## config.mk

```make
export PLATFORM = sky130hd
export DESIGN_NAME = alu_result_stage_flat
export DESIGN_NICKNAME = d
export VERILOG_FILES = /design/src/rtl/alu_result_stage_if.sv /design/src/rtl/alu_result_stage.sv /design/src/flat_wrapper.sv
export SDC_FILE = /design/constraint.sdc
export NUM_CORES = 1
export LEC_CHECK = 0
export BUFFER_PORTS_ARGS = -buffer_cell sky130_fd_sc_hd__buf_2
export CAP_MARGIN = 20
export CORE_ASPECT_RATIO = 0.9
export CORE_MARGIN = 2
export CORE_UTILIZATION = 30
export CTS_CLUSTER_SIZE = 16
export DETAILED_ROUTE_END_ITERATION = 6
export GPL_TIMING_DRIVEN = 0
export PLACE_DENSITY = 0.58
export REMOVE_ABC_BUFFERS = 1
export SYNTH_ARGS = -nofsm -noshare
export SYNTH_HDL_FRONTEND = slang
export SYNTH_SLANG_ARGS = --single-unit
```

## constraint.sdc

```tcl
create_clock -name clk -period 1.9 [get_ports clk]
set_clock_uncertainty 0.2 [all_clocks]
set_input_delay 0.095 -clock clk [delete_from_list [all_inputs] [get_ports clk]]
set_output_delay 0.095 -clock clk [all_outputs]
set_load 0.03 [all_outputs]
```

## src/rtl/alu_result_stage_if.sv

```systemverilog
// ----------------------------------------------------------------------------
// alu_result_stage_if
//
// Purpose:
//   Groups the ALU-side input handshake and the register-file-side writeback
//   handshake of alu_result_stage into one bundle.
//
// Signals:
//   in_valid / in_ready      ALU result handshake (producer -> stage)
//   in_result                ALU result, W bits
//   in_co, in_n, in_v, in_z  ALU flags
//   in_mode, in_op           ALU mode and opcode of the producing operation
//   in_rd, in_we             destination register and register write flag
//   out_valid / out_ready    writeback handshake (stage -> register file)
//   wb_data, wb_rd, wb_we    head entry of the stage buffer
//
// Modports:
//   slave   the stage itself (consumes in_*, out_ready; drives the rest)
//   master  the surrounding pipeline / testbench side
// ----------------------------------------------------------------------------
`timescale 1ns/1ps

interface alu_result_stage_if #(
    parameter int W  = 17,
    parameter int RA = 3
);
    logic          in_valid;
    logic          in_ready;
    logic [W-1:0]  in_result;
    logic          in_co;
    logic          in_n;
    logic          in_v;
    logic          in_z;
    logic          in_mode;
    logic [2:0]    in_op;
    logic [RA-1:0] in_rd;
    logic          in_we;

    logic          out_valid;
    logic          out_ready;
    logic [W-1:0]  wb_data;
    logic [RA-1:0] wb_rd;
    logic          wb_we;

    modport slave (
        input  in_valid, in_result, in_co, in_n, in_v, in_z,
               in_mode, in_op, in_rd, in_we, out_ready,
        output in_ready, out_valid, wb_data, wb_rd, wb_we
    );

    modport master (
        output in_valid, in_result, in_co, in_n, in_v, in_z,
               in_mode, in_op, in_rd, in_we, out_ready,
        input  in_ready, out_valid, wb_data, wb_rd, wb_we
    );
endinterface

```

## src/rtl/alu_result_stage.sv

```systemverilog
// ----------------------------------------------------------------------------
// alu_result_stage
//
// Purpose:
//   Execute-to-writeback stage behind the ALU. Each accepted ALU result is
//   placed in a 2-entry FIFO and presented to the register file. The stage
//   also owns the architectural flag register {N,Z,CO,V}, evaluates branch
//   conditions against it, flags illegal opcodes and counts retired ops.
//
// Ports:
//   clk         clock, rising edge
//   rst         asynchronous active-high reset
//   bus         alu_result_stage_if.slave (input and writeback handshakes)
//   cond        branch condition code
//   flags_q     architectural flags {N,Z,CO,V}
//   cond_true   cond evaluated on flags_q (combinational)
//   illegal_op  sticky, set when op 6/7 is accepted
//   retired     count of accepted operations, wraps
// ----------------------------------------------------------------------------
`timescale 1ns/1ps

module alu_result_stage #(
    parameter int W  = 17,
    parameter int RA = 3,
    parameter int CW = 16
) (
    input  logic                clk,
    input  logic                rst,
    alu_result_stage_if.slave   bus,
    input  logic [3:0]          cond,
    output logic [3:0]          flags_q,
    output logic                cond_true,
    output logic                illegal_op,
    output logic [CW-1:0]       retired
);

    typedef struct packed {
        logic [W-1:0]  data;
        logic [RA-1:0] rd;
        logic          we;
    } entry_t;

    entry_t        mem_q [0:1];
    entry_t        mem_d [0:1];
    logic          rd_ptr_q, rd_ptr_d;
    logic          wr_ptr_q, wr_ptr_d;
    logic [1:0]    count_q, count_d;
    logic [3:0]    flags_d;
    logic          illegal_q, illegal_d;
    logic [CW-1:0] retired_q, retired_d;

    logic          push;
    logic          pop;
    logic          op_illegal;
    logic          op_addsub;

    // Handshake status depends on the count register only, so in_ready
    // never combinationally follows out_ready.
    assign bus.in_ready  = (count_q != 2'd2);
    assign bus.out_valid = (count_q != 2'd0);
    assign bus.wb_data   = mem_q[rd_ptr_q].data;
    assign bus.wb_rd     = mem_q[rd_ptr_q].rd;
    assign bus.wb_we     = mem_q[rd_ptr_q].we & bus.out_valid;

    assign illegal_op    = illegal_q;
    assign retired       = retired_q;

    // Next-state logic for buffer, flags, sticky illegal bit and counter.
    // A push never overwrites the head while it is still valid: with one
    // entry held, the write pointer already points at the other slot.
    always_comb begin
        push       = bus.in_valid & bus.in_ready;
        pop        = bus.out_valid & bus.out_ready;
        op_illegal = (bus.in_op >= 3'd6);
        op_addsub  = (bus.in_op == 3'd0) || (bus.in_op == 3'd1);

        mem_d      = mem_q;
        rd_ptr_d   = rd_ptr_q ^ pop;
        wr_ptr_d   = wr_ptr_q ^ push;
        count_d    = count_q;
        flags_d    = flags_q;
        illegal_d  = illegal_q;
        retired_d  = retired_q;

        case ({push, pop})
            2'b10:   count_d = count_q + 2'd1;
            2'b01:   count_d = count_q - 2'd1;
            default: count_d = count_q;
        endcase

        if (push) begin
            mem_d[wr_ptr_q].data = bus.in_result;
            mem_d[wr_ptr_q].rd   = bus.in_rd;
            mem_d[wr_ptr_q].we   = bus.in_we & ~op_illegal;
            retired_d            = retired_q + CW'(1);

            if (op_illegal) begin
                illegal_d = 1'b1;
            end else if (!bus.in_mode) begin
                // Shift-mode N/Z are not meaningful, so only arith/logic
                // ops touch the flags; logic ops keep CO and V.
                if (op_addsub) begin
                    flags_d = {bus.in_n, bus.in_z, bus.in_co, bus.in_v};
                end else begin
                    flags_d = {bus.in_n, bus.in_z, flags_q[1:0]};
                end
            end
        end
    end

    // State registers; reset empties the buffer and clears the head
    // storage so wb_* read as zero.
    always_ff @(posedge clk or posedge rst) begin
        if (rst) begin
            mem_q     <= '{default: '0};
            rd_ptr_q  <= 1'b0;
            wr_ptr_q  <= 1'b0;
            count_q   <= 2'd0;
            flags_q   <= 4'd0;
            illegal_q <= 1'b0;
            retired_q <= '0;
        end else begin
            mem_q     <= mem_d;
            rd_ptr_q  <= rd_ptr_d;
            wr_ptr_q  <= wr_ptr_d;
            count_q   <= count_d;
            flags_q   <= flags_d;
            illegal_q <= illegal_d;
            retired_q <= retired_d;
        end
    end

    // Branch condition evaluation on the architectural flags.
    always_comb begin
        cond_true = 1'b0;
        case (cond)
            4'd0:    cond_true = 1'b1;
            4'd1:    cond_true = flags_q[2];
            4'd2:    cond_true = ~flags_q[2];
            4'd3:    cond_true = flags_q[1];
            4'd4:    cond_true = ~flags_q[1];
            4'd5:    cond_true = flags_q[3];
            4'd6:    cond_true = ~flags_q[3];
            4'd7:    cond_true = flags_q[0];
            4'd8:    cond_true = ~flags_q[0];
            4'd9:    cond_true = (flags_q[3] == flags_q[0]);
            4'd10:   cond_true = (flags_q[3] != flags_q[0]);
            4'd11:   cond_true = ~flags_q[2] & (flags_q[3] == flags_q[0]);
            4'd12:   cond_true = flags_q[2] | (flags_q[3] != flags_q[0]);
            default: cond_true = 1'b0;
        endcase
    end

endmodule

```

## src/flat_wrapper.sv

```systemverilog
// flat-port wrapper written by rule: the top's interface ports become plain ports
module alu_result_stage_flat 
#(
    parameter int W  = 17,
    parameter int RA = 3,
    parameter int CW = 16
)
  (clk, rst, cond, flags_q, cond_true, illegal_op, retired, bus_in_valid, bus_in_result, bus_in_co, bus_in_n, bus_in_v, bus_in_z, bus_in_mode, bus_in_op, bus_in_rd, bus_in_we, bus_out_ready, bus_in_ready, bus_out_valid, bus_wb_data, bus_wb_rd, bus_wb_we);
  alu_result_stage_if #(.W(W), .RA(RA)) bus_i ();
  input  logic clk;
  input  logic rst;
  input  logic [3:0] cond;
  output logic [3:0] flags_q;
  output logic cond_true;
  output logic illegal_op;
  output logic [CW-1:0] retired;
  input wire logic [$bits(bus_i.in_valid)-1:0] bus_in_valid;
  input wire logic [$bits(bus_i.in_result)-1:0] bus_in_result;
  input wire logic [$bits(bus_i.in_co)-1:0] bus_in_co;
  input wire logic [$bits(bus_i.in_n)-1:0] bus_in_n;
  input wire logic [$bits(bus_i.in_v)-1:0] bus_in_v;
  input wire logic [$bits(bus_i.in_z)-1:0] bus_in_z;
  input wire logic [$bits(bus_i.in_mode)-1:0] bus_in_mode;
  input wire logic [$bits(bus_i.in_op)-1:0] bus_in_op;
  input wire logic [$bits(bus_i.in_rd)-1:0] bus_in_rd;
  input wire logic [$bits(bus_i.in_we)-1:0] bus_in_we;
  input wire logic [$bits(bus_i.out_ready)-1:0] bus_out_ready;
  output wire logic [$bits(bus_i.in_ready)-1:0] bus_in_ready;
  output wire logic [$bits(bus_i.out_valid)-1:0] bus_out_valid;
  output wire logic [$bits(bus_i.wb_data)-1:0] bus_wb_data;
  output wire logic [$bits(bus_i.wb_rd)-1:0] bus_wb_rd;
  output wire logic [$bits(bus_i.wb_we)-1:0] bus_wb_we;
  assign bus_i.in_valid = bus_in_valid;
  assign bus_i.in_result = bus_in_result;
  assign bus_i.in_co = bus_in_co;
  assign bus_i.in_n = bus_in_n;
  assign bus_i.in_v = bus_in_v;
  assign bus_i.in_z = bus_in_z;
  assign bus_i.in_mode = bus_in_mode;
  assign bus_i.in_op = bus_in_op;
  assign bus_i.in_rd = bus_in_rd;
  assign bus_i.in_we = bus_in_we;
  assign bus_i.out_ready = bus_out_ready;
  assign bus_in_ready = bus_i.in_ready;
  assign bus_out_valid = bus_i.out_valid;
  assign bus_wb_data = bus_i.wb_data;
  assign bus_wb_rd = bus_i.wb_rd;
  assign bus_wb_we = bus_i.wb_we;
  alu_result_stage #(.W(W), .RA(RA), .CW(CW)) u_core (.clk(clk), .rst(rst), .bus(bus_i), .cond(cond), .flags_q(flags_q), .cond_true(cond_true), .illegal_op(illegal_op), .retired(retired));
endmodule
```

# ---- Yosys cells after proc, flatten, opt, wreduce, memory -nomap -nowiden
# Index checks and enable logic that the tools add are counted.
# W data, S select, Z words.
dict set report op_classes {
  addsub 3
  n_lt_le_gt_ge 4
  n_eq_ne 18
  n_mux 14
  n_bitwise 16
  reduce_logical 9
}
# op n
set ops {}
lappend ops {{$bwmux W42} 3}
lappend ops {{$mux W21} 4}
lappend ops {{$demux W21 S1} 3}
lappend ops {{$eq A4 B4 Y1 const B} 5}
lappend ops {{$add A16 B1 Y16 const B} 1}
lappend ops {{$eq A4 B3 Y1 const B} 4}
lappend ops {{$pmux W1 S13} 1}
lappend ops {{$eq A4 B2 Y1 const B} 2}
lappend ops {{$not A1 Y1} 6}
lappend ops {{$and A1 B1 Y1} 5}
lappend ops {{$eq A4 B1 Y1 const B} 1}
lappend ops {{$ge A2 B2 Y1 const B} 2}
lappend ops {{$logic_not A4 Y1} 1}
lappend ops {{$mux W4} 1}
lappend ops {{$not A1 Y2} 2}
lappend ops {{$pmux W2 S2} 1}
lappend ops {{$reduce_and A4 Y1} 1}
lappend ops {{$reduce_bool A2 Y1} 2}
lappend ops {{$eq A3 B1 Y1 const B} 1}
lappend ops {{$ge A3 B3 Y1 const B} 1}
lappend ops {{$logic_not A3 Y1} 1}
lappend ops {{$reduce_and A3 Y1} 1}
lappend ops {{$add A2 B1 Y2 const B} 1}
lappend ops {{$eq A2 B1 Y1 const B} 1}
lappend ops {{other kinds (12)} 13}
dict set report word_totals {
  reg_bits 67
  inputBits 37
  out_inout_bits 45
  word_cells 77
}

# ---- Longest topological paths before layout
# Gate-level depths: netlist of run 1.
dict set report logic_depth {
  word_depth 8
  depth_mapped 7
  depth_no_buf 7
}

# ---- Worst setup path before layout of run 1
# Ideal clock, no wire load.
dict set report synth_path {
  path_type {register -> register}
  from {register u_core.count_q[0]}
  to {register u_core.mem_q[12] (netlist bit)}
  setup_time_ns 0.125
  arrival_time_ns 1.690
  slack_ns -0.115
  stages_incl_launch_ff 7
  path_buffers 1
  period_less_slack_ns 2.015
  path_cell_list {dfrtp_1 nand2b_4 nand2_4 inv_1 ha_1 buf_1 mux2_2}
}
dict set report synth_via {
  elab_chain_len 2
}
# element line_no
set synth_lines {}
lappend synth_lines {{start, declared} alu_result_stage.sv:47} ;# logic [1:0] count_q, count_d;
lappend synth_lines {{start signal, assigned} alu_result_stage.sv:126} ;# count_q <= count_d;
lappend synth_lines {{$ne A2 B2 Y1} alu_result_stage.sv:59} ;# assign bus.in_ready = (count_q != 2'd2);
lappend synth_lines {{named net bus_in_ready} flat_wrapper.sv:28} ;# output wire logic [$bits(bus_i.in_ready)-1:0] bus_in_ready;
lappend synth_lines {{$and A1 B1 Y1} alu_result_stage.sv:72} ;# push = bus.in_valid & bus.in_ready;
lappend synth_lines {{named net u_core.push} alu_result_stage.sv:52} ;# logic push;
lappend synth_lines {{end signal, assigned} alu_result_stage.sv:123} ;# mem_q <= mem_d;
lappend synth_lines {{end, declared} alu_result_stage.sv:43} ;# entry_t mem_q [0:1];
# The timed path passes the listed nets, and every way through them passes these cells.
# A chain may end at the register's enable or synchronous reset.

# ---- Worst setup path after layout of run 1
dict set report layout_path {
  from {register u_core.flags_q[3]}
  to {output cond_true}
}
dict set report layout_via {
  elab_chain_len 3
}
# element line_no
set layout_lines {}
lappend layout_lines {{start, declared} alu_result_stage.sv:31} ;# output logic [3:0] flags_q,
lappend layout_lines {{start signal, assigned} alu_result_stage.sv:127} ;# flags_q <= flags_d;
lappend layout_lines {{$ne A1 B1 Y1 / $eq A1 B1 Y1 (equally long branches)} n/a}
lappend layout_lines {{$or A1 B1 Y1 / $and A1 B1 Y1 (equally long branches)} {alu_result_stage.sv:149, alu_result_stage.sv:148}}
lappend layout_lines {{$pmux W1 S13 *} alu_result_stage.sv:136} ;# case (cond)
lappend layout_lines {{end, declared} flat_wrapper.sv:14} ;# output logic cond_true;
# Mark *: on every way between the ends. The rest lies on a longest branch, timed or not.

==> results.ini, run 1 <==
[worst_hold_path]
whs_endpoint=u_core.retired[15]
min-delay-start=u_core.retired[15]
hold_class=reg -> reg
worstHoldPathCells=1

[worst_setup_path]
startpoint=u_core.flags_q[3]
path_buf_inv=1
cp_top_family=flip-flops
critPathRequiredTime_ns=1.60
r2r-end=u_core.mem_q[38]
slowest_delay_ns=0.44
start_kind=flop
slowest_stage=dfrtp_2
end_kind=output pin
crit_fanout=4
arrival_ns=1.69
rrSetupSlack_ns=0.09
rr_startpoint=u_core.count_q[0]
path_class=reg -> out
path_cells=xnor2_2 -> mux2i_1 -> a222oi_1 -> nand4_1 -> buf_6
r2r_cells=6

[synthesis]
synth.avg_cell_area_um2=12.9
yosys.area.top_type_share_pct=53.5
synth_edf_count=0
ys_top_cells_by_area=dfrtp_1 54%, mux2_2 23%, xnor2_1 2.8%, xor2_1 2.8%, ha_1 1.6%
synth_commonest_cells=67 x dfrtp_1, 65 x mux2_2, 12 x inv_1
synthArstFlopShare_pct=100
synth_flop_cell=dfrtp_1
synth.largest_area_cell=dfrtp_1
synth-seq-cells=67
synth.most_common_cell=dfrtp_1
synthDistinctLibCells=34
synth.cell_area_um2=3130
seq_area_frac_synth_pct=53.5
postSynthCellCount=243
yosysWarnings=0

[timing]
slew_viol_final=0
fin_ws_ns=-0.0861
hold_viol=0
slew_headroom_pct=44.7
final.min_clock_period_ns=1.99
setup_violations=1
worst_pin_slew_ns=0.830
fin_setup_tns_ns=-0.0861
finalCritPeriodShare_pct=105
fmax_mhz=503
grt_setup_unrepaired=true

[status]
status=finished with violations
failed_checks=setup timing

[grt]
overflow=0
antenna_found_initial=0
grt_pass1_wl_mm=11.6
grt_pass1_vias=2342
grt_max_degree=68
grtUsageTotal_pct=13.1

[clock_network]
clk_pin_slew_worst_paths_ns=0.05
cts_made_buffers=9
clk_latency_ns=0.32
htree_levels=3
clockBufferDepth=2
cts-root-buf=clkbuf_16
clock-sinks=67
tritoncts=built

[floorplanning]
initial_core_util_pct=30.7
die_h_um=101
coreArea_um2=10200
die_area_um2=11300
std_cell_rows=35
pin_count=82
die_w_um=112

[place]
place_congestion=0.748
dp.cells=444
port_buffers=80
pre_cts_ws_ns=-0.566
place_hpwl_mm=4.47
dpl_cell_area_um2=3670

[run]
cap_violations=0

[power_and_ir_drop]
p_total_uw=7940
cellPowerDensity_nw_per_um2=1780
peakVddDrop_mv=0.732
leakage_uw=0.00205

[cells_and_area]
layout.nets=408
n_antenna_cell=0
multi_input_area_um2=1420
n_fill_cell=960
final_cells=500
synthToLayoutAreaGrowth_pct=42.5
final_cell_area_um2=4460
drive_gt1_share_pct=49.6
regArea_um2=1680

[drt]
routed_via_density=4.55
ant_nets=0
dr.pass1.iters=4
via_count=2273
drcViolationCount=0
detail_route.wirelength_mm=7.14
drt_iter0_markers=38
wl_per_cell_um=14.3

-- how the worst max path moves through the flow --
stage,end,slack (ns),cells past startpoint
2_1_floorplan,u_core.mem_q[10],-0.20,5
3_3_place_gp,u_core.mem_q[14],-0.95,2
4_1_cts,cond_true,-0.11,5
6_report,cond_true,-0.09,5
3_5_place_dp,u_core.mem_q[41],-0.57,5
5_1_grt,cond_true,-0.16,5
-- stage by stage --
stage / hold WS, ns / util [%]
floorplan: 0.0435 / -
global placement: 0.130 / 35.9
detailed placement: 0.132 / 35.9
CTS: 0.264 / 43.5
global route: 0.282 / 43.7
finish: 0.260 / 43.7
-- cells in the final DEF, fill, tap and decap left out, types with 2 or more instances in the layout --
master	instances
and4_1	2
buf_2	79
buf_4	6
buf_6	3
bufinv_16	3
clkbuf_16	9
clkinvlp_4	2
dfrtp_1	63
dfrtp_2	3
dlygate4sd3_1	32
ha_1	2
ha_4	2
inv_1	10
mux2_2	65
mux2_4	2
mux2i_1	3
nand2_1	9
nand2b_1	2
nand3_1	4
nand4_1	3
nor2_1	9
nor2b_1	6
nor3_1	6
nor4_1	2
o21ai_0	2
o22ai_1	2
or3_1	2
xnor2_1	9
xor2_1	10
-- final cells by class --
| type | instances | area share [%] |
|---|---|---|
| sequential | 67 | 37.7 |
| multi-input combinational | 156 | 31.7 |
| timing repair buffer | 121 | 18.3 |
| clock buffer | 9 | 5.05 |
| tap | 129 | 3.62 |
| clock inverter | 6 | 2.55 |
| inverter | 12 | 1.07 |
-- where the power goes --
group | internal, uW | total, uW | switching (uW)
clock network | 1280 | 1890 | 610
registers | 2060 | 2550 | 495
logic | 1620 | 3500 | 1880
total | 4950 | 7940 | 2990
-- state kept, by name, summed over array words and instances (netlist names) --
signal and count:
u_core.illegal_op 1, u_core.flags_q 4, u_core.mem_q 42, u_core.count_q 2, u_core.retired 16, u_core.rd_ptr_q 1
u_core.wr_ptr_q 1
-- cells by family (layout without fill, tap and decap cells) --
family / Yosys count / count (layout) / synth area share [%]
compound gates: 9 / 9 / 2.00
fa+ha+maj: 4 / 4 / 1.60
mux: 70 / 70 / 25.3
buf+inv: 20 / 148 / 2.40
flops: 67 / 67 / 53.5
xor+xnor: 20 / 20 / 5.59
simple gates: 53 / 53 / 9.62
-- per-layer routing --
metal / track usage, % / vias to the layer above / part of all wire (%)
met2: 21.3 / 38 / 49
met1: 17.1 / 1125 / 47
met5: 0 / - / 0
met4: 5.51 / 0 / 1.4
li1: - / 1100 / -
met3: 2.65 / 10 / 2.4
-- timing repair --
item                                    CTS  global route
endpoints found under the setup margin   64            42
pin swaps                                 5             1
hold endpoints to repair                117             0
gates resized for setup                  12             3
setup buffers                             6             3
cloned                                    0             0
hold buffers                             32             0
(Power assumes the default switching activity.)
==> inputs of run 2 (changes only) <==
--- a/config.mk
+++ b/config.mk
@@ -9,11 +9,11 @@
 export CAP_MARGIN = 20
 export CORE_ASPECT_RATIO = 0.9
 export CORE_MARGIN = 2
-export CORE_UTILIZATION = 30
+export CORE_UTILIZATION = 47
 export CTS_CLUSTER_SIZE = 16
 export DETAILED_ROUTE_END_ITERATION = 6
 export GPL_TIMING_DRIVEN = 0
-export PLACE_DENSITY = 0.58
+export PLACE_DENSITY = 0.81
 export REMOVE_ABC_BUFFERS = 1
 export SYNTH_ARGS = -nofsm -noshare
 export SYNTH_HDL_FRONTEND = slang
==> run 2 against run 1 <==
The flow still finishes with violations (setup timing). Non-clock buffer count grew 2. Power shrank 8.7%. Combinational power grew 2%. First-iteration DRC count grew 95%. Clock power shrank 40%. Maximum frequency shrank 1.8%. Register-to-register slack gained 0.04 ns. Routed wire length shrank 1.9%. Sequential cell count is the same. Die area shrank 35%. Via count grew 1.4%. Sequential power is essentially flat.
==> results.ini, run 2 (same netlist as run 1, synthesis figures left out) <==
[worst_setup_path]
critPathRequiredTime_ns=1.60  ; about the same
r2r-end=u_core.mem_q[23]
rr_startpoint=u_core.count_q[0]
end_kind=output pin
r2r_cells=6  ; unchanged
path_class=reg -> out
crit_fanout=4  ; unchanged
rrSetupSlack_ns=0.13  ; +0.04 ns
arrival_ns=1.73  ; +0.04 ns
start_kind=flop

[clock_network]
tritoncts=built
htree_levels=3  ; unchanged
clk_latency_ns=0.33  ; about the same
cts_made_buffers=9  ; unchanged
clock-sinks=67  ; unchanged
clk_pin_slew_worst_paths_ns=0.07  ; +0.02 ns
cts-root-buf=clkbuf_8
clockBufferDepth=2  ; unchanged

[cells_and_area]
layout_commonest_cell=buf_2
n_antenna_cell=0  ; unchanged
drive_gt1_share_pct=49.1  ; -0.53 points
regMostFlops=u_core.mem_q
largest_register_ffs=42  ; unchanged
layout.nets=410  ; +0.49%
layout_common_cells=78 x buf_2, 65 x mux2_2, 63 x dfrtp_1
final_util_pct=66.0  ; +22 points
synthToLayoutAreaGrowth_pct=37.2
final_cells=463  ; -7.4%

[timing]
worst_pin_slew_ns=0.615  ; -0.215 ns
hold_ws_ns=0.184  ; -0.0759 ns
fin_ws_ns=-0.123  ; -0.0372 ns
finalCritPeriodShare_pct=106  ; +2.0 points
slew_headroom_pct=58.9  ; +14 points
hold_viol=0  ; unchanged
fin_setup_tns_ns=-0.123  ; -0.0372 ns
setup_violations=1  ; unchanged
fmax_mhz=494  ; -1.8%
final.min_clock_period_ns=2.02  ; +0.0372 ns
grt_setup_unrepaired=true
slew_viol_final=0  ; unchanged

[floorplanning]
pin_count=82  ; unchanged
die_area_um2=7340  ; -35%
coreArea_um2=6520  ; -36%
die_w_um=90.1  ; -19%
std_cell_rows=28  ; -20%
initial_core_util_pct=48.1  ; +17 points
die_h_um=81.5  ; -19%

[worst_hold_path]
hold_class=in -> async

[grt]
overflow=0  ; unchanged
grt_max_degree=41  ; -40%
grtUsageTotal_pct=19.4  ; +6.3 points
grt_pass1_vias=2312  ; -1.3%
grt_pass1_wl_mm=11.1  ; -3.8%
antenna_found_initial=0  ; unchanged

[power_and_ir_drop]
peakVddDrop_mv=0.926  ; +27%
cellPowerDensity_nw_per_um2=1690  ; -5.2%
leakage_uw=0.00199  ; -2.6%

[drt]
routed_via_density=4.98  ; +9.5%
via_count=2304  ; +1.4%
ant_nets=0  ; unchanged
drcViolationCount=0  ; unchanged
drt_iter0_markers=74  ; +95%
dr.pass1.iters=4  ; unchanged
wl_per_cell_um=15.1  ; +6.0%
detail_route.wirelength_mm=7.01  ; -1.9%

[status]
failed_checks=setup timing
status=finished with violations

[place]
dp.cells=406  ; -8.6%
place_congestion=0.798  ; +6.7%
place_hpwl_mm=4.28  ; -4.2%
port_buffers=80  ; unchanged

[run]
cap_violations=0  ; unchanged

run 2: changes by cell type in the layout (fill, tap and decap cells not counted), sizes merged:
cell | previous run | this run
clkinv | 0 | 2
buf | 89 | 90
inv | 13 | 12
bufinv | 3 | 1
clkbuf | 9 | 10
dlygate4sd3 | 32 | 33
run 2: area by class of cell:
cell class              count  area [um2]
multi-input cells         156        1410
well taps                  90         113
fillers                   513        2220
flip-flops and latches     67        1680
repair buffers            123         860
clock inverters             5        55.1
inverters                  12        45.0
clock buffers              10         128
run 2: how the worst max path moves through the flow:
stage / from / endpoint / slack (ns) / depth (start not counted)
after CTS: u_core.flags_q[3] / cond_true / -0.11 / 5
after global routing: u_core.flags_q[0] / cond_true / -0.24 / 5
after global placement: rst / u_core.mem_q[26] / -0.85 / 2
after floorplan: u_core.count_q[0] / u_core.mem_q[10] / -0.20 / 5
after detailed placement: u_core.count_q[0] / u_core.mem_q[36] / -0.51 / 5
final: u_core.flags_q[3] / cond_true / -0.12 / 5
run 2: worst max-delay path, stage by stage (launching register included):
cell and delay, ns:
dfrtp_2 0.45, xnor2_2 0.15, mux2i_1 0.12, a222oi_1 0.33
nand4_1 0.16, buf_6 0.18
run 2: per-stage QoR:
| stage | area (um2) | setup WS (ns) | total power [uW] |
|---|---|---|---|
| floorplan | 3100 | -0.197 | 4930 |
| global placement | 3620 | -0.853 | 5670 |
| detailed placement | 3640 | -0.508 | 5790 |
| CTS | 4260 | -0.114 | 7190 |
| global route | 4300 | -0.239 | 7670 |
| finish | 4300 | -0.123 | 7250 |
run 2: what timing repair did:
item,4_1_cts,5_1_grt
hold buffers,33,0
endpoints found under the setup margin,64,38
endpoints found under the hold margin,78,0
gates resized for setup,11,7
buffers inserted,7,2
pin swaps,5,0
run 2: where the power goes:
| part | internal [uW] | switching, uW |
|---|---|---|
| Clock | 595 | 538 |
| Sequential | 2050 | 480 |
| Combinational | 1650 | 1930 |
run 2: metal layers:
layer	global-route usage, %	wire length (um)
met2	33.5	3560
met1	25.0	3180
met3	3.67	195
met4	6.92	73
met5	0	0
